**src/rtl/clkx_pkg.sv**
```systemverilog
// rtl/clkx_pkg.sv - shared types and helpers for the multi-channel req/ack bus crossing
package clkx_pkg;

    localparam int DROP_CNT_W = 8;

    typedef enum logic [1:0] {
        IDLE = 2'd0,
        REQ  = 2'd1,
        REL  = 2'd2
    } state_t;

    // Number of bits needed to index `value` items (0 for a single item).
    function automatic int clogb2(input int value);
        int v;
        int r;
        v = value - 1;
        r = 0;
        while (v > 0) begin
            r = r + 1;
            v = v >> 1;
        end
        return r;
    endfunction

endpackage

```
**src/rtl/clkx_sync_n.sv**
```systemverilog
// rtl/clkx_sync_n.sv - SYNC_STAGES-deep single-bit synchroniser, async active-low reset to 0
module clkx_sync_n #(
    parameter int SYNC_STAGES = 2
) (
    input  logic clk,
    input  logic rst_n,
    input  logic d,
    output logic q
);

    logic [SYNC_STAGES-1:0] sync_ff;

    always_ff @(posedge clk or negedge rst_n) begin
        if (!rst_n) begin
            sync_ff <= '0;
        end else begin
            sync_ff <= {sync_ff[SYNC_STAGES-2:0], d};
        end
    end

    assign q = sync_ff[SYNC_STAGES-1];

endmodule

```
**src/rtl/clkx_bus_hs_tx.sv**
```systemverilog
// rtl/clkx_bus_hs_tx.sv - source side of a multi-channel four-phase bus crossing; optional CLKX_TIMEOUT_EN
module clkx_bus_hs_tx
    import clkx_pkg::*;
#(
    parameter int WIDTH          = 16,
    parameter int CHANNELS       = 4,
    parameter int SYNC_STAGES    = 2,
    parameter int TIMEOUT_CYCLES = 1024,
    localparam int CW            = (clogb2(CHANNELS) < 1) ? 1 : clogb2(CHANNELS)
) (
    input  logic                      clk_src,
    input  logic                      rst_clk_src_n,
    input  logic [CHANNELS*WIDTH-1:0] bus_src,
    input  logic [CHANNELS-1:0]       bus_new_src,
    output logic                      xfer_req_src,
    output logic [WIDTH-1:0]          xfer_bus_src,
    output logic [CW-1:0]             xfer_chan_src,
    input  logic                      xfer_ack_async,
    output logic                      busy_src,
    output logic [DROP_CNT_W-1:0]     drop_cnt_src,
    output logic                      err_timeout_src
);

    if (CHANNELS < 1 || CHANNELS > 16 || SYNC_STAGES < 2 || SYNC_STAGES > 4 || TIMEOUT_CYCLES < 1) begin : g_param_check
        $error("clkx_bus_hs_tx: parameter out of range");
    end

    state_t               state, state_nxt;
    logic                 ack_s;
    logic                 launch, req_nxt, timeout_hit;
    logic                 grant_vld;
    logic [CW-1:0]        grant, rr_ptr, idx;
    logic [CHANNELS-1:0]  pend, pend_nxt, launch_mask, overwrite;
    logic [WIDTH-1:0]     pend_data [CHANNELS];

    clkx_sync_n #(.SYNC_STAGES(SYNC_STAGES)) u_ack_sync (
        .clk   (clk_src),
        .rst_n (rst_clk_src_n),
        .d     (xfer_ack_async),
        .q     (ack_s)
    );

    // Walk downward so the pending channel closest to rr_ptr wins.
    always_comb begin
        grant     = '0;
        grant_vld = 1'b0;
        idx       = '0;
        for (int k = CHANNELS - 1; k >= 0; k--) begin
            idx = CW'((int'(rr_ptr) + k) % CHANNELS);
            if (pend[idx]) begin
                grant     = idx;
                grant_vld = 1'b1;
            end
        end
    end

    always_ff @(posedge clk_src or negedge rst_clk_src_n) begin
        if (!rst_clk_src_n) begin
            state <= IDLE;
        end else begin
            state <= state_nxt;
        end
    end

    always_comb begin
        state_nxt = state;
        case (state)
            IDLE:    if (grant_vld && !ack_s) state_nxt = REQ;
            REQ:     if (ack_s || timeout_hit) state_nxt = REL;
            REL:     if (!ack_s) state_nxt = IDLE;
            default: state_nxt = IDLE;
        endcase
    end

    always_comb begin
        launch  = (state == IDLE) && (state_nxt == REQ);
        req_nxt = (state_nxt == REQ);
    end

    // A launch consumes the old data; a same-cycle update re-arms the channel without a drop.
    always_comb begin
        launch_mask = '0;
        if (launch) begin
            launch_mask[grant] = 1'b1;
        end
        overwrite = bus_new_src & pend & ~launch_mask;
        pend_nxt  = (pend & ~launch_mask) | bus_new_src;
    end

    always_ff @(posedge clk_src or negedge rst_clk_src_n) begin
        if (!rst_clk_src_n) begin
            pend          <= '0;
            rr_ptr        <= '0;
            xfer_req_src  <= 1'b0;
            xfer_bus_src  <= '0;
            xfer_chan_src <= '0;
            busy_src      <= 1'b0;
            drop_cnt_src  <= '0;
        end else begin
            pend         <= pend_nxt;
            xfer_req_src <= req_nxt;
            busy_src     <= (|pend_nxt) | (state_nxt != IDLE);
            if ((|overwrite) && (drop_cnt_src != '1)) begin
                drop_cnt_src <= drop_cnt_src + 1'b1;
            end
            if (launch) begin
                xfer_bus_src  <= pend_data[grant];
                xfer_chan_src <= grant;
                rr_ptr        <= (int'(grant) == CHANNELS - 1) ? '0 : grant + 1'b1;
            end
        end
    end

    always_ff @(posedge clk_src or negedge rst_clk_src_n) begin
        if (!rst_clk_src_n) begin
            for (int i = 0; i < CHANNELS; i++) begin
                pend_data[i] <= '0;
            end
        end else begin
            for (int i = 0; i < CHANNELS; i++) begin
                if (bus_new_src[i]) begin
                    pend_data[i] <= bus_src[i*WIDTH +: WIDTH];
                end
            end
        end
    end

`ifdef CLKX_TIMEOUT_EN
    localparam int TW = clogb2(TIMEOUT_CYCLES) + 1;

    logic [TW-1:0] to_cnt;
    logic          err_q;

    // Counter holds at the limit while REL waits for ack to fall.
    assign timeout_hit = (state != IDLE) && (to_cnt == TW'(TIMEOUT_CYCLES - 1));

    always_ff @(posedge clk_src or negedge rst_clk_src_n) begin
        if (!rst_clk_src_n) begin
            to_cnt <= '0;
            err_q  <= 1'b0;
        end else begin
            if (state_nxt != state) begin
                to_cnt <= '0;
            end else if ((state != IDLE) && !timeout_hit) begin
                to_cnt <= to_cnt + 1'b1;
            end
            if (timeout_hit) begin
                err_q <= 1'b1;
            end
        end
    end

    assign err_timeout_src = err_q;
`else
    assign timeout_hit     = 1'b0;
    assign err_timeout_src = 1'b0;
`endif

endmodule

```
**config.mk**
```make
export PLATFORM = sky130hd
export DESIGN_NAME = clkx_bus_hs_tx
export DESIGN_NICKNAME = d
export VERILOG_FILES = /design/src/rtl/clkx_pkg.sv /design/src/rtl/clkx_sync_n.sv /design/src/rtl/clkx_bus_hs_tx.sv
export SDC_FILE = /design/constraint.sdc
export NUM_CORES = 1
export LEC_CHECK = 0
export ABC_CLOCK_PERIOD_IN_PS = 6880
export CAP_MARGIN = 40
export CORE_ASPECT_RATIO = 0.5
export CORE_MARGIN = 4
export CORE_UTILIZATION = 40
export DETAILED_ROUTE_END_ITERATION = 12
export MAX_ROUTING_LAYER = met4
export PLACE_DENSITY = 0.76
export SETUP_SLACK_MARGIN = 0.5
export SYNTH_ARGS = -nofsm -noshare
export SYNTH_HDL_FRONTEND = slang
export SYNTH_HIERARCHICAL = 1
export SYNTH_SLANG_ARGS = --single-unit
```
**constraint.sdc**
```tcl
create_clock -name clk_src -period 6.88 [get_ports clk_src]
set_clock_uncertainty 0.05 [all_clocks]
set_input_delay 1.376 -clock clk_src [delete_from_list [all_inputs] [get_ports clk_src]]
set_output_delay 1.376 -clock clk_src [all_outputs]
set_load 0.01 [all_outputs]
```
After elaboration in Yosys (flattened, before gate mapping)
Cells that the tools add are included.
Word-level totals
  register bits: 102
Cells by class
  add/subtract/negate cells: 5
  order comparisons: 7
  equality and inequality tests: 5
  mux-type cells: 27
  bitwise operators: 7
  reduce and logical (&&, ||, !) cells: 9
Operator list (number)
  $bmux W16 S2: 1
  $mux W16: 2
  $mux W2: 8
  $lt A2 B3 Y1 const B: 5
  $and A4 B4 Y4: 3
  $mux W1: 9
  $add A8 B1 Y8 const B: 1
  $bmux W1 S2: 4
  $ne A8 B8 Y1 const B: 1
  $reduce_or A4 Y1: 2
  $eq A2 B1 Y1 const B: 3
  $pmux W2 S3: 1
  $add A2 B1 Y2 const B: 2
  $add A2 B2 Y2 const B: 2
  $logic_and A1 B1 Y1: 4
  $mux W4: 1
  $not A4 Y4: 1
  $or A4 B4 Y4: 1
  $ge A3 B3 Y1 const B: 1
  $not A2 Y3: 1
  $demux W1 S2: 1
  $eq A2 B2 Y1 const B: 1
  $ge A2 B1 Y1 const B: 1
  $logic_not A2 Y1: 1
  3 further kinds: 3

Depth between registers and ports, before layout
Gate-level depths: netlist of the first run.
  depth after elaboration: 18
  mapped depth: 12
  gate-level depth less buffers: 10

Hierarchy
The synthesis of the first run kept the hierarchy.
By module, submodules not included
  clkx_bus_hs_tx: times used 1, cells each 345, area an instance 4493.1 um^2, sequential area each 2502.4 um^2
  clkx_sync_n: times used 1, cells each 2, area an instance 50.0 um^2, sequential area each 50.0 um^2

Worst setup path before layout of the first run
Ideal clock, no wire load.
  path type: register to register
  start point: register pend[2]
  end point: register drop_cnt_src[7]
  library setup time: 128 ps
  data arrival time: 2914 ps
  required time: 6702 ps
  setup slack: 3789 ps
  stages on the path, launching flop included: 12
  clock period less this slack: 3091 ps
  path through: dfrtp_1 and3b_1 a31oi_2 nand2_2 inv_2 buf_6 ha_1 or4b_4 and3_4 or3_4 nand4_1 mux2_1
Between the ends
  elaborated cells between the ends (all ways): 32
  those cells by class: 2 x order compare; 1 x eq/ne; 21 x mux; 3 x bitwise; 5 x reduce/logical
RTL lines
  from (decl): line clkx_bus_hs_tx.sv:33  | logic [CHANNELS-1:0] pend, pend_nxt, launch_mask, overwrite;
  from (signal assigned): line clkx_bus_hs_tx.sv:100  | pend <= pend_nxt;
  $bmux W1 S2: line clkx_bus_hs_tx.sv:50  | if (pend[idx]) begin
  $mux W1 (implied by the code): line clkx_bus_hs_tx.sv:50
  $mux W2 (3 in series): line clkx_bus_hs_tx.sv:50
  $mux W2 *: line clkx_bus_hs_tx.sv:50
  via grant[0]: line clkx_bus_hs_tx.sv:32  | logic [CW-1:0] grant, rr_ptr, idx;
  $lt A2 B3 Y1 (implied by the code) or $ge A2 B1 Y1 (tied branches): line clkx_bus_hs_tx.sv:84  | launch_mask[grant] = 1'b1;
  $logic_and A1 B1 Y1 (implied by the code): line clkx_bus_hs_tx.sv:84
  $mux W1 (implied by the code): line clkx_bus_hs_tx.sv:84
  $demux W1 S2 *: line clkx_bus_hs_tx.sv:84
  $mux W4 *: line clkx_bus_hs_tx.sv:83  | if (launch) begin
  $not A4 Y4 *: line clkx_bus_hs_tx.sv:86  | overwrite = bus_new_src & pend & ~launch_mask;
  $and A4 B4 Y4 *: line clkx_bus_hs_tx.sv:86
  $reduce_or A4 Y1 *: line clkx_bus_hs_tx.sv:103  | if ((|overwrite) && (drop_cnt_src != '1)) begin
  $logic_and A1 B1 Y1 *: line clkx_bus_hs_tx.sv:103
  to (signal assigned): line clkx_bus_hs_tx.sv:104  | drop_cnt_src <= drop_cnt_src + 1'b1;
  to (decl): line clkx_bus_hs_tx.sv:20  | output logic [DROP_CNT_W-1:0] drop_cnt_src,
The timed path passes the listed nets; every way through them passes the cells marked *. The select of a mux whose other input is x is not followed.
A chain may end at the register's enable or synchronous reset.

Final worst setup path of the first run
  start point: register pend[3]
  end point: register drop_cnt_src[7]
Between the ends
  word-level cells in the longest chain between the ends: 16
  elaborated cells between the ends (all ways): 32
  those cells by class: 2 x order compare; 1 x eq/ne; 21 x mux; 3 x bitwise; 5 x reduce/logical
RTL lines (line)
  branches (longest 13 deep; another with $lt A2 B3 Y1)
  $and A4 B4 Y4 *: clkx_bus_hs_tx.sv:86
  $reduce_or A4 Y1 *: clkx_bus_hs_tx.sv:103
  $logic_and A1 B1 Y1 *: clkx_bus_hs_tx.sv:103
Every way passes the cells marked *. The select of a mux whose other input is x is not followed.

==> impl_results.md, run 1 <==
- Initial antenna violation count: 0
- Compound-gate portion of the synthesized area: 0.110
- DIE HEIGHT: 83.4 um
- Worst IR Drop VDD: approximately 0.15 mV
- Vias after detailed routing: ~3.2k
- Unrepaired setup endpoints after global routing: false
- Post-synthesis instance area: 4540 um2
- Setup total negative slack: 0 ns
- Worst hold-check slack: 0.300 ns
- Proportion of register bits with asynchronous set or reset after synthesis: 1.00
- Routed len/inst: 18.1 um
- Final core occ: 0.543
- Hold buffer count at CTS: 0
- Worst slack after detailed placement: 3.05 ns
- Post-synth top area share: 0.562
- Worst relative slew slack: 0.410
- Period Utilization, post-route: 0.559
- Minimum clock period after layout: slightly below 4 ns
- Max_cap viols: 0
- Instance count of the mapped netlist: approximately 350
- Final number of hold-violating endpoints: 0
- Maximum level of the CTS H-tree: 3
- Estimated wirelength of the detail-placed design: 7800 um
- GPL Wtd Cong: 0.771
- Peak Freq: 260 MHz
- Library cell with the largest summed area after synthesis: sky130_fd_sc_hd__dfrtp_1
- Count of cells along the worst hold path: 0
- Synth Warn #: 6
- Overall routing resource usage: 0.174
- Static leakage power: ~0.0025 uW
- Total setup buffers inserted after CTS: 0
- Number of placed I/O pins: 100
- Dominant cells by area after synthesis: sky130_fd_sc_hd__dfrtp_1 56%, sky130_fd_sc_hd__mux2_2 16%, sky130_fd_sc_hd__mux2_1 4.2%, sky130_fd_sc_hd__a221o_1 3.5%, sky130_fd_sc_hd__o21ai_0 2.0%
- Max Buffers Root-to-Sink: 2
- Vias in the first global route: 3,320
- Avg Cell Area, Syn: 13.1 um2
- Total count of max-transition violations in the final report: 0
- Maximum fanout along the worst path: 19
- Synthesis-to-finish area growth: 31.9%
- Post-DR vias/cell: 5.36
- End of the worst register-to-register path: drop_cnt_src[7]$_DFFE_PN0P_
- Final nets: between 500 and 600
- Pin count of the biggest net entering global routing: 66
- Clock buffer count from CTS: 9
- Pin slew with the least headroom to its limit: 0.882 ns
- Core Box Area: 11,000 um2
- Area share of and/or/nand/nor cells after synthesis: 0.0702
- Adder-cell share of the synthesized area: 0.0138
- CP startpoint kind: flip-flop
- Clock Tree Root: sky130_fd_sc_hd__clkbuf_16
- First-pass GRT wire length: 17,700 um
- Count of TritonRoute iterations in the first routing pass: 4
- Worst-Skew Late Latency: roughly 0.35 ns
- Clock tree from TritonCTS: built
- Initial core utilization: 0.411
- Setup-failing EPs final: 0
- Data arrival at the endpoint of the critical path: 4.02 ns
- Worst Slack Setup Final: slightly above 3 ns
- Number of clock sinks: about 100
- Type of the worst setup path: reg -> reg
- Register area share after synthesis: 0.562
- Count leader, synth: sky130_fd_sc_hd__dfrtp_1
- Clk slew on worst S/H paths: about 0.07 ns
- Most numerous cell types in the synthesized netlist: 102 x sky130_fd_sc_hd__dfrtp_1, 65 x sky130_fd_sc_hd__mux2_2, 18 x sky130_fd_sc_hd__o21ai_0
- P per Cell Area: 346 nW/um2
- Startpoint of the tightest hold check path: u_ack_sync/sync_ff[0]$_DFF_PN0_
- Fraction of synthesized cell area in xor and xnor cells: 0.0116
- Dominant synthesized flop cell: sky130_fd_sc_hd__dfrtp_1
- Worst-case reg-to-reg path depth: 10
- Register bit total from synthesis: 102
- Main combinational cell family by area after synthesis: multiplexers
- Worst Path Required: roughly 7 ns
- Antenna violation net count after detailed routing: 0
- Critical R2R Launch: pend[3]$_DFF_PN0_
- Overall overflow remaining after global route: 0
- Violation count after the first detailed-routing iteration: 210
- Number of rows in the core area: 27
- Outcome: finished, final reports clean
- Worst Hold Class: reg -> reg
- Die width: 159 um
- Number of enable-type register cells in the synthesized netlist: 0
- Unique cell type count in the Yosys netlist: 49
- Crit. End Element: flip-flop
- Setup slack of the most critical reg-to-reg path: ~3.0 ns
- Post-cts repair resize count: 0
- Total detailed-routing wirelength: 10,700 um
- Hold Crit Endpoint: u_ack_sync/sync_ff[1]$_DFF_PN0_
- I/O Buffers: 98
- Die Footprint: 13,200 um2
- ANT cells: 0
- Final Total Pwr: 2080 uW
- Number of DRC violations after detailed routing: 0
- Fraction of final layout cells sized beyond drive strength 1: 0.223
- Mux contribution to synthesized area: 0.207
- Syn nets: 423
==> layout make-up <==
type / count / area (um2)
Multi-Input combinational cell: 221 / 1890
Tap cell: 145 / 181
Fill cell: 917 / 5050
Inverter: 3 / 11.3
Clock inverter: 7 / 62.6
Sequential cell: 102 / 2550
Timing Repair Buffer: 107 / 1070
Clock buffer: 9 / 225
==> sequential cells by signal, indices dropped and copies added, names as in the netlist <==
signal,count
busy_src,1
drop_cnt_src,8
pend,4
pend_data,64
rr_ptr,2
state,2
u_ack_sync/sync_ff,2
xfer_bus_src,16
xfer_chan_src,2
xfer_req_src,1
==> routing by layer <==
metal  GRT usage  vias up  wire length [um]
met1       0.229     1616              4960
met2       0.268       71              5210
met4      0.0488        0               123
li1            -     1482                 -
met5           -        -                 0
met3      0.0466       12               434
==> kinds of logic after synthesis <==
logic type / count (synthesis)
DFF: 102
muxes: 83
AOI/OAI and AO/OA: 70
and+or+nand+nor: 56
buffers and inverters: 24
xor gates and xnor gates: 6
adders and majority gates: 5
other: 1
==> layout by cell type (no fill, tap or decap), types with 2 or more instances in the layout <==
cell type / n
sky130_fd_sc_hd__a21o_1: 7
sky130_fd_sc_hd__a21oi_1: 17
sky130_fd_sc_hd__a221o_1: 16
sky130_fd_sc_hd__and3_1: 3
sky130_fd_sc_hd__buf_4: 6
sky130_fd_sc_hd__buf_8: 3
sky130_fd_sc_hd__clkbuf_16: 9
sky130_fd_sc_hd__clkdlybuf4s50_1: 97
sky130_fd_sc_hd__dfrtp_1: 102
sky130_fd_sc_hd__ha_1: 5
sky130_fd_sc_hd__inv_1: 2
sky130_fd_sc_hd__inv_6: 3
sky130_fd_sc_hd__inv_8: 2
sky130_fd_sc_hd__mux2_1: 17
sky130_fd_sc_hd__mux2_2: 65
sky130_fd_sc_hd__nand2_1: 11
sky130_fd_sc_hd__nand2b_1: 3
sky130_fd_sc_hd__nand3_1: 17
sky130_fd_sc_hd__nand4_1: 3
sky130_fd_sc_hd__nor2_1: 5
sky130_fd_sc_hd__nor3_1: 2
sky130_fd_sc_hd__nor3b_1: 2
sky130_fd_sc_hd__o21ai_0: 18
sky130_fd_sc_hd__xnor2_1: 5
==> how the worst max path moves through the flow <==
stage	startpoint	to	slack, ns	cells after the start
2_1_floorplan	pend[2]$_DFF_PN0_	drop_cnt_src[7]$_DFFE_PN0P_	3.79	11
3_3_place_gp	bus_new_src[2]	drop_cnt_src[7]$_DFFE_PN0P_	3.05	6
3_5_place_dp	pend[3]$_DFF_PN0_	drop_cnt_src[7]$_DFFE_PN0P_	3.05	10
4_1_cts	pend[2]$_DFF_PN0_	drop_cnt_src[7]$_DFFE_PN0P_	3.05	10
5_1_grt	pend[3]$_DFF_PN0_	drop_cnt_src[7]$_DFFE_PN0P_	2.79	10
6_report	pend[3]$_DFF_PN0_	drop_cnt_src[7]$_DFFE_PN0P_	3.04	10
==> per-stage QoR <==
stage	instances	cell area [um2]
6_report	594	5990
5_1_grt	594	5990
4_1_cts	592	5960
3_5_place_dp	576	5680
3_3_place_gp	572	5630
2_1_floorplan	347	4540
==> worst max-delay path, cell delays in order, from the launching register on <==
cell and delay (ns):
sky130_fd_sc_hd__dfrtp_1 0.52, sky130_fd_sc_hd__nand2_1 0.14, sky130_fd_sc_hd__a31oi_2 0.75, sky130_fd_sc_hd__nand2_2 0.18, sky130_fd_sc_hd__inv_2 0.41, sky130_fd_sc_hd__ha_1 0.21, sky130_fd_sc_hd__or4b_4 0.45, sky130_fd_sc_hd__and3_4 0.19
sky130_fd_sc_hd__or3_4 0.39, sky130_fd_sc_hd__nand4_1 0.11, sky130_fd_sc_hd__mux2_1 0.32
==> power breakdown <==
| part | internal, uW | total [uW] | switching, uW |
|---|---|---|---|
| Clock | 255 | 501 | 246 |
| Sequential | 723 | 827 | 104 |
| Combinational | 399 | 748 | 349 |
Power figures use the tool's default switching activity.
==> run 2, diff against run 1 <==
- ABC_CLOCK_PERIOD_IN_PS: 6880 -> 3900
- clock period: 6.88 -> 3.9 ns (I/O delays scaled with it)
==> impl_results.md, run 2 (synthesis results as in run 1) <==
- Outcome: finished, final reports clean
- Hold buffer count at CTS: 0 (unchanged)
- Biggest registers after layout: pend_data (64), xfer_bus_src (16), drop_cnt_src (8)
- Vias in the first global route: 3,555 (+7.1%)
- Data arrival at the endpoint of the critical path: 3.29 ns (-0.73 ns)
- P per Cell Area: 623 nW/um2 (+80%)
- Worst hold-check slack: 0.299 ns (-0.000546 ns)
- Clock tree from TritonCTS: built
- Placed Instances: 581 (+0.87%)
- Worst IR Drop VDD: 0.319 mV (+110%)
- Total count of max-transition violations in the final report: 0 (unchanged)
- Max Buffers Root-to-Sink: 2 (unchanged)
- Setup total negative slack: 0 ns (unchanged)
- GPL Wtd Cong: 0.855 (+11%)
- Fill cell total of the finished layout: 913 (-0.44%)
- Peak Freq: 322 MHz (+24%)
- Pin slew with the least headroom to its limit: 0.700 ns (-0.182 ns)
- Die width: 159 um (unchanged)
- Start point of the critical path: pend[3]$_DFF_PN0_
- Flip-flop count of the largest register after layout: 64 (unchanged)
- Non-Filler Cell Area, Final: 6020 um2 (+0.42%)
- Number of DRC violations after detailed routing: 0 (unchanged)
- Fraction of final layout cells sized beyond drive strength 1: 0.230 (+0.00737)
- Final Total Pwr: 3750 uW (+81%)
- Unrepaired setup endpoints after global routing: false
- Die Footprint: 13,200 um2 (unchanged)
- Post-cts repair resize count: 0 (unchanged)
- Clk slew on worst S/H paths: 0.07 ns (about the same)
- I/O Buffers: 98 (unchanged)
- Met1 Resource Use GR: 0.226 (-0.00260)
- Register with the highest flop count: pend_data
- Crit. End Element: flip-flop
- Synthesis-to-finish area growth: 32.5%
- Worst Path Required: 4.08 ns (-2.98 ns)
- Violation count after the first detailed-routing iteration: 149 (-29%)
- Area of all sequential standard cells: 2550 um2 (unchanged)
- Critical R2R Launch: pend[3]$_DFF_PN0_
- First-pass GRT wire length: 18,300 um (+3.5%)
- Maximum level of the CTS H-tree: 3 (unchanged)
- Met2 GRT Util: 0.283 (+0.0148)
- Delay contributed by the slowest stage of the critical path: 0.53 ns (-0.22 ns)
- ANT cells: 0 (unchanged)
- M3 GR Usage: 0.0476 (+0.000992)
- Count of TritonRoute iterations in the first routing pass: 4 (unchanged)
- Worst relative slew slack: 0.533 (+0.123)
- Minimum clock period after layout: 3.11 ns (-0.736 ns)
- Clock Tree Root: sky130_fd_sc_hd__clkbuf_16
- Total setup buffers inserted after CTS: 0 (unchanged)
- CP startpoint kind: flip-flop
- Overall overflow remaining after global route: 0 (unchanged)
- Final number of hold-violating endpoints: 0 (unchanged)
- Clock buffer count from CTS: 9 (unchanged)
- Worst Hold Class: reg -> reg
- Post-DR vias/cell: 5.44 (+1.7%)
- Final nets: 523 (+0.58%)
- Total detailed-routing wirelength: 10,700 um (-0.34%)
- Termination of the worst setup path: drop_cnt_src[7]$_DFFE_PN0P_
- Cell with the largest stage delay on the worst path: sky130_fd_sc_hd__dfrtp_1
- Initial core utilization: 0.411 (unchanged)
- Crit path cell chain: nand2_1, a31oi_2, buf_4, nand2_2, inv_2, ha_1, or4b_4, and3_4, or3_4, nand4_1, mux2_1
- Antenna violation net count after detailed routing: 0 (unchanged)
- DIE HEIGHT: 83.4 um (unchanged)
- Core Box Area: 11,000 um2 (unchanged)
- Maximum fanout along the worst path: 17 (-2)
- Static leakage power: 0.00248 uW (+0.56%)
- Global route hottest layer: met2
- End of the worst register-to-register path: drop_cnt_src[7]$_DFFE_PN0P_
- Setup-failing EPs final: 0 (unchanged)
- Type of the worst setup path: reg -> reg
- Most common cell after layout, fill and taps aside: sky130_fd_sc_hd__dfrtp_1
- Number of rows in the core area: 27 (unchanged)
- Filler-free cell count of the finished design: 597 (+0.51%)
- Highest-count cells in the layout ignoring fill and taps: 102 x sky130_fd_sc_hd__dfrtp_1, 97 x sky130_fd_sc_hd__clkdlybuf4s50_1, 65 x sky130_fd_sc_hd__mux2_2, 18 x sky130_fd_sc_hd__o21ai_0
- Worst-Skew Late Latency: 0.35 ns (about the same)
- Worst-case reg-to-reg path depth: 11 (+1)
- Estimated wirelength of the detail-placed design: 7840 um (+0.57%)
- Number of placed I/O pins: 100 (unchanged)
- Max_cap viols: 0 (unchanged)
- Setup slack of the most critical reg-to-reg path: 0.79 ns (-2.24 ns)
- Number of clock sinks: 102 (unchanged)
- Count of cells along the worst hold path: 0 (unchanged)
- Combined area of the multi-input logic cells: 1890 um2 (about the same)
- Overall routing resource usage: 0.177 (+0.00331)
- Vias after detailed routing: 3,250 (+2.2%)
- Cell area after placement: 5710 um2 (+0.53%)
- Pin count of the biggest net entering global routing: 57 (-14%)
- Routed len/inst: 17.9 um (-0.84%)
- Period Utilization, post-route: 0.797 (+0.238)
- Initial antenna violation count: 0 (unchanged)
==> run 2: cell count changes in the layout (fill, tap and decap cells not counted) <==
| cell | delta |
|---|---|
| sky130_fd_sc_hd__clkinv_4 | -1 |
| sky130_fd_sc_hd__clkinvlp_4 | +1 |
| sky130_fd_sc_hd__buf_8 | -3 |
| sky130_fd_sc_hd__bufinv_16 | +1 |
| sky130_fd_sc_hd__a21o_2 | +1 |
| sky130_fd_sc_hd__clkinv_2 | -1 |
| sky130_fd_sc_hd__a21o_1 | -1 |
| sky130_fd_sc_hd__buf_4 | +6 |
==> run 2: how the worst min path moves through the flow <==
stage | startpoint | endpoint | slack (ns)
finish | u_ack_sync/sync_ff[0]$_DFF_PN0_ | u_ack_sync/sync_ff[1]$_DFF_PN0_ | 0.30
CTS | u_ack_sync/sync_ff[0]$_DFF_PN0_ | u_ack_sync/sync_ff[1]$_DFF_PN0_ | 0.30
global route | u_ack_sync/sync_ff[0]$_DFF_PN0_ | u_ack_sync/sync_ff[1]$_DFF_PN0_ | 0.31
global placement | u_ack_sync/sync_ff[0]$_DFF_PN0_ | u_ack_sync/sync_ff[1]$_DFF_PN0_ | 0.29
detailed placement | u_ack_sync/sync_ff[0]$_DFF_PN0_ | u_ack_sync/sync_ff[1]$_DFF_PN0_ | 0.28
floorplan | u_ack_sync/sync_ff[0]$_DFF_PN0_ | u_ack_sync/sync_ff[1]$_DFF_PN0_ | 0.28
==> run 2: layout make-up <==
cell class / instances / area share
multi-input combinational: 221 / 0.314
timing repair buffer: 110 / 0.178
tap: 145 / 0.0301
inverter: 3 / 0.00187
sequential: 102 / 0.424
clock buffer: 9 / 0.0374
clock inverter: 7 / 0.0143
==> run 2: report_power, final <==
part	leakage [uW]	internal, uW	switching (uW)
Sequential	0.00120	1280	188
Clock	0.000151	514	425
Combinational	0.00112	727	620
Total	0.00248	2520	1230
==> run 2: metrics by stage <==
stage	utilization	worst slack [ns]
after floorplan	-	0.809
after global placement	0.515	0.879
after detailed placement	0.516	0.747
after CTS	0.545	0.734
after global routing	0.545	0.573
final	0.545	0.793
==> run 2: metal layers <==
metal / wire length [um] / share of wire
met1: 4860 / 0.45
met3: 427 / 0.040
met4: 164 / 0.015
met5: 0 / 0
met2: 5240 / 0.49
==> run 2: critical path, delay by kind of cell (launching register included) <==
| family | cells | cell delay [ns] |
|---|---|---|
| AOI/OAI and AO/OA | 1 | 0.20 |
| muxes | 1 | 0.32 |
| buffers and inverters | 2 | 0.33 |
| adders and majority gates | 1 | 0.14 |
| DFF | 1 | 0.53 |
| and+or+nand+nor | 6 | 1.41 |
==> run 3, diff against run 2 <==
- ABC_CLOCK_PERIOD_IN_PS: 3900 -> 2490
- PLACE_DENSITY: 0.76 -> 0.78
- clock period: 3.9 -> 2.49 ns (I/O delays scaled with it)
==> impl_results.md, run 3 (synthesis results as in run 1) <==
- Number of rows in the core area: 27 (unchanged)
- Antenna violation net count after detailed routing: 0 (unchanged)
- Initial core utilization: 0.411 (unchanged)
- Setup slack of the most critical reg-to-reg path: -0.26 ns (-1.05 ns)
- Maximum level of the CTS H-tree: 3 (unchanged)
- Pin slew with the least headroom to its limit: 0.645 ns (-0.0546 ns)
- Pin count of the biggest net entering global routing: 54 (-5.3%)
- First-pass GRT wire length: 18,700 um (+2.1%)
- Number of placed I/O pins: 100 (unchanged)
- Die Footprint: 13,200 um2 (unchanged)
- Type of the worst setup path: reg -> reg
- Cell with the largest stage delay on the worst path: sky130_fd_sc_hd__or4b_4
- Filler-free cell count of the finished design: 632 (+5.9%)
- Crit path buf inv count: 0 (-2)
- CP startpoint kind: flip-flop
- Estimated wirelength of the detail-placed design: 8020 um (+2.3%)
- Worst Slack Setup Final: -0.260 ns (-1.05 ns)
- End of the worst register-to-register path: drop_cnt_src[7]$_DFFE_PN0P_
- Post-DR vias/cell: 5.42 (-0.48%)
- Final nets: 559 (+6.9%)
- Static leakage power: 0.00275 uW (+11%)
- ANT cells: 0 (unchanged)
- Critical R2R Launch: rr_ptr[0]$_DFFE_PN0N_
- Vias in the first global route: 3,661 (+3.0%)
- Highest-count cells in the layout ignoring fill and taps: 99 x sky130_fd_sc_hd__dfrtp_1, 97 x sky130_fd_sc_hd__clkdlybuf4s50_1, 65 x sky130_fd_sc_hd__mux2_2, 37 x sky130_fd_sc_hd__buf_4
- Core Box Area: 11,000 um2 (unchanged)
- Overall overflow remaining after global route: 0 (unchanged)
- Biggest registers after layout: pend_data (64), xfer_bus_src (16), drop_cnt_src (8)
- Worst Path Required: 2.67 ns (-1.41 ns)
- Hold buffer count at CTS: 0 (unchanged)
- Total count of max-transition violations in the final report: 0 (unchanged)
- Data arrival at the endpoint of the critical path: 2.93 ns (-0.36 ns)
- Maximum fanout along the worst path: 5 (-12)
- Max_cap viols: 0 (unchanged)
- Most common cell after layout, fill and taps aside: sky130_fd_sc_hd__dfrtp_1
- Fill cell total of the finished layout: 872 (-4.5%)
- Placed Instances: 598 (+2.9%)
- Worst relative slew slack: 0.570 (+0.0364)
- P per Cell Area: 1060 nW/um2 (+70%)
- Count of TritonRoute iterations in the first routing pass: 5 (+1)
- Overall routing resource usage: 0.182 (+0.00442)
- Routed len/inst: 18.3 um (+2.2%)
- Worst Hold Class: in -> async
- Clock buffer count from CTS: 9 (unchanged)
- Minimum clock period after layout: 2.75 ns (-0.356 ns)
- Violation count after the first detailed-routing iteration: 163 (+9.4%)
- Die width: 159 um (unchanged)
- Max Buffers Root-to-Sink: 2 (unchanged)
- Worst-Skew Late Latency: 0.34 ns (about the same)
- Setup total negative slack: -2.91 ns (-2.91 ns)
- Total detailed-routing wirelength: 11,600 um (+8.2%)
- Violations in the final reports: negative setup slack
- Clk slew on worst S/H paths: 0.07 ns (about the same)
- I/O Buffers: 98 (unchanged)
- Outcome: complete, but fails checks
- Unrepaired setup endpoints after global routing: true
- Delay contributed by the slowest stage of the critical path: 0.45 ns (-0.08 ns)
- Fraction of final layout cells sized beyond drive strength 1: 0.357 (+0.127)
- Initial antenna violation count: 0 (unchanged)
- Setup-failing EPs final: 25 (+25)
- Synthesis-to-finish area growth: 44.4%
- Final number of hold-violating endpoints: 0 (unchanged)
- Worst IR Drop VDD: 0.565 mV (+77%)
- Vias after detailed routing: 3,424 (+5.4%)
- Number of DRC violations after detailed routing: 0 (unchanged)
- Flip-flop count of the largest register after layout: 64 (unchanged)
- DIE HEIGHT: 83.4 um (unchanged)
- Clock Tree Root: sky130_fd_sc_hd__clkbuf_16
- Worst-case reg-to-reg path depth: 9 (-2)
- Crit. End Element: flip-flop
- Family with the most delay on the worst path: simple AND/OR/NAND/NOR gates
- Peak Freq: 364 MHz (+13%)
- Worst slack after detailed placement: -0.382 ns (-1.13 ns)
- GPL Wtd Cong: 0.834 (-2.5%)
- Number of clock sinks: 102 (unchanged)
- Crit path cell chain: nor3b_2, a211oi_2, or2_4, ha_4, or4b_4, and3_4, or3_4, nand4_1, mux2_4
- Clock tree from TritonCTS: built
- Register with the highest flop count: pend_data
- Period Utilization, post-route: 1.10 (+0.308)
-- run 3: changes by cell type in the layout (fill, tap and decap cells not counted), moves of 4 or more --
cell                     delta
sky130_fd_sc_hd__buf_6      +5
sky130_fd_sc_hd__ha_1       -4
sky130_fd_sc_hd__mux2_4    +17
sky130_fd_sc_hd__mux2_1    -17
sky130_fd_sc_hd__buf_4     +25
sky130_fd_sc_hd__ha_4       +4
-- run 3: how the worst max path moves through the flow --
stage,start,slack [ns],cells past startpoint,end
5_1_grt,rr_ptr[0]$_DFFE_PN0N_,-0.34,9,drop_cnt_src[7]$_DFFE_PN0P_
3_5_place_dp,rr_ptr[0]$_DFFE_PN0N_,-0.38,9,drop_cnt_src[7]$_DFFE_PN0P_
3_3_place_gp,rr_ptr[0]$_DFFE_PN0N_,-0.32,9,drop_cnt_src[7]$_DFFE_PN0P_
2_1_floorplan,pend[2]$_DFF_PN0_,-0.47,11,drop_cnt_src[7]$_DFFE_PN0P_
6_report,rr_ptr[0]$_DFFE_PN0N_,-0.26,9,drop_cnt_src[7]$_DFFE_PN0P_
4_1_cts,rr_ptr[0]$_DFFE_PN0N_,-0.22,10,drop_cnt_src[7]$_DFFE_PN0P_
-- run 3: layout make-up --
class	count	area, um2	area share
sequential	102	2560	0.390
multi-input combinational	221	2080	0.317
timing repair buffer	146	1450	0.221
clock buffer	13	260	0.0397
tap	145	181	0.0277
inverter	3	18.8	0.00286
clock inverter	2	16.3	0.00248
-- run 3: power by group --
group          switching [uW]  internal (uW)  leakage [uW]
Combinational            1360           1970       0.00142
Clock                     596            732      0.000132
Sequential                298           2000       0.00120
Total                    2250           4710       0.00275
-- run 3: worst reg2reg max path: stages (launching register included) --
cell,delay (ns)
sky130_fd_sc_hd__dfrtp_2,0.44
sky130_fd_sc_hd__nor3b_2,0.17
sky130_fd_sc_hd__a211oi_2,0.22
sky130_fd_sc_hd__or2_4,0.21
sky130_fd_sc_hd__ha_4,0.12
sky130_fd_sc_hd__or4b_4,0.45
sky130_fd_sc_hd__and3_4,0.17
sky130_fd_sc_hd__or3_4,0.39
sky130_fd_sc_hd__nand4_1,0.12
sky130_fd_sc_hd__mux2_4,0.30
-- run 3: metrics by stage --
stage | cell area (um2) | power [uW] | util | hold slack (ns)
2_1_floorplan | 4570 | 3580 | - | 0.152
3_3_place_gp | 5870 | 4560 | 0.531 | 0.287
3_5_place_dp | 5870 | 4620 | 0.531 | 0.286
4_1_cts | 6510 | 6860 | 0.589 | 0.148
5_1_grt | 6560 | 7320 | 0.594 | 0.179
6_report | 6560 | 6960 | 0.594 | 0.129
-- run 3: layer usage --
layer	wire length (um)	share of wire	GRT usage
met1	5080	0.44	0.222
met2	5770	0.50	0.302
met3	485	0.042	0.0402
met4	242	0.021	0.0622
met5	0	0	-
-- run 3: timing repair --
item                       in CTS  in global routing
resized for setup              50                  6
buffers inserted               12                  5
pin swaps                      22                 12
setup endpoints to repair      29                 32
gates cloned                    2                  0
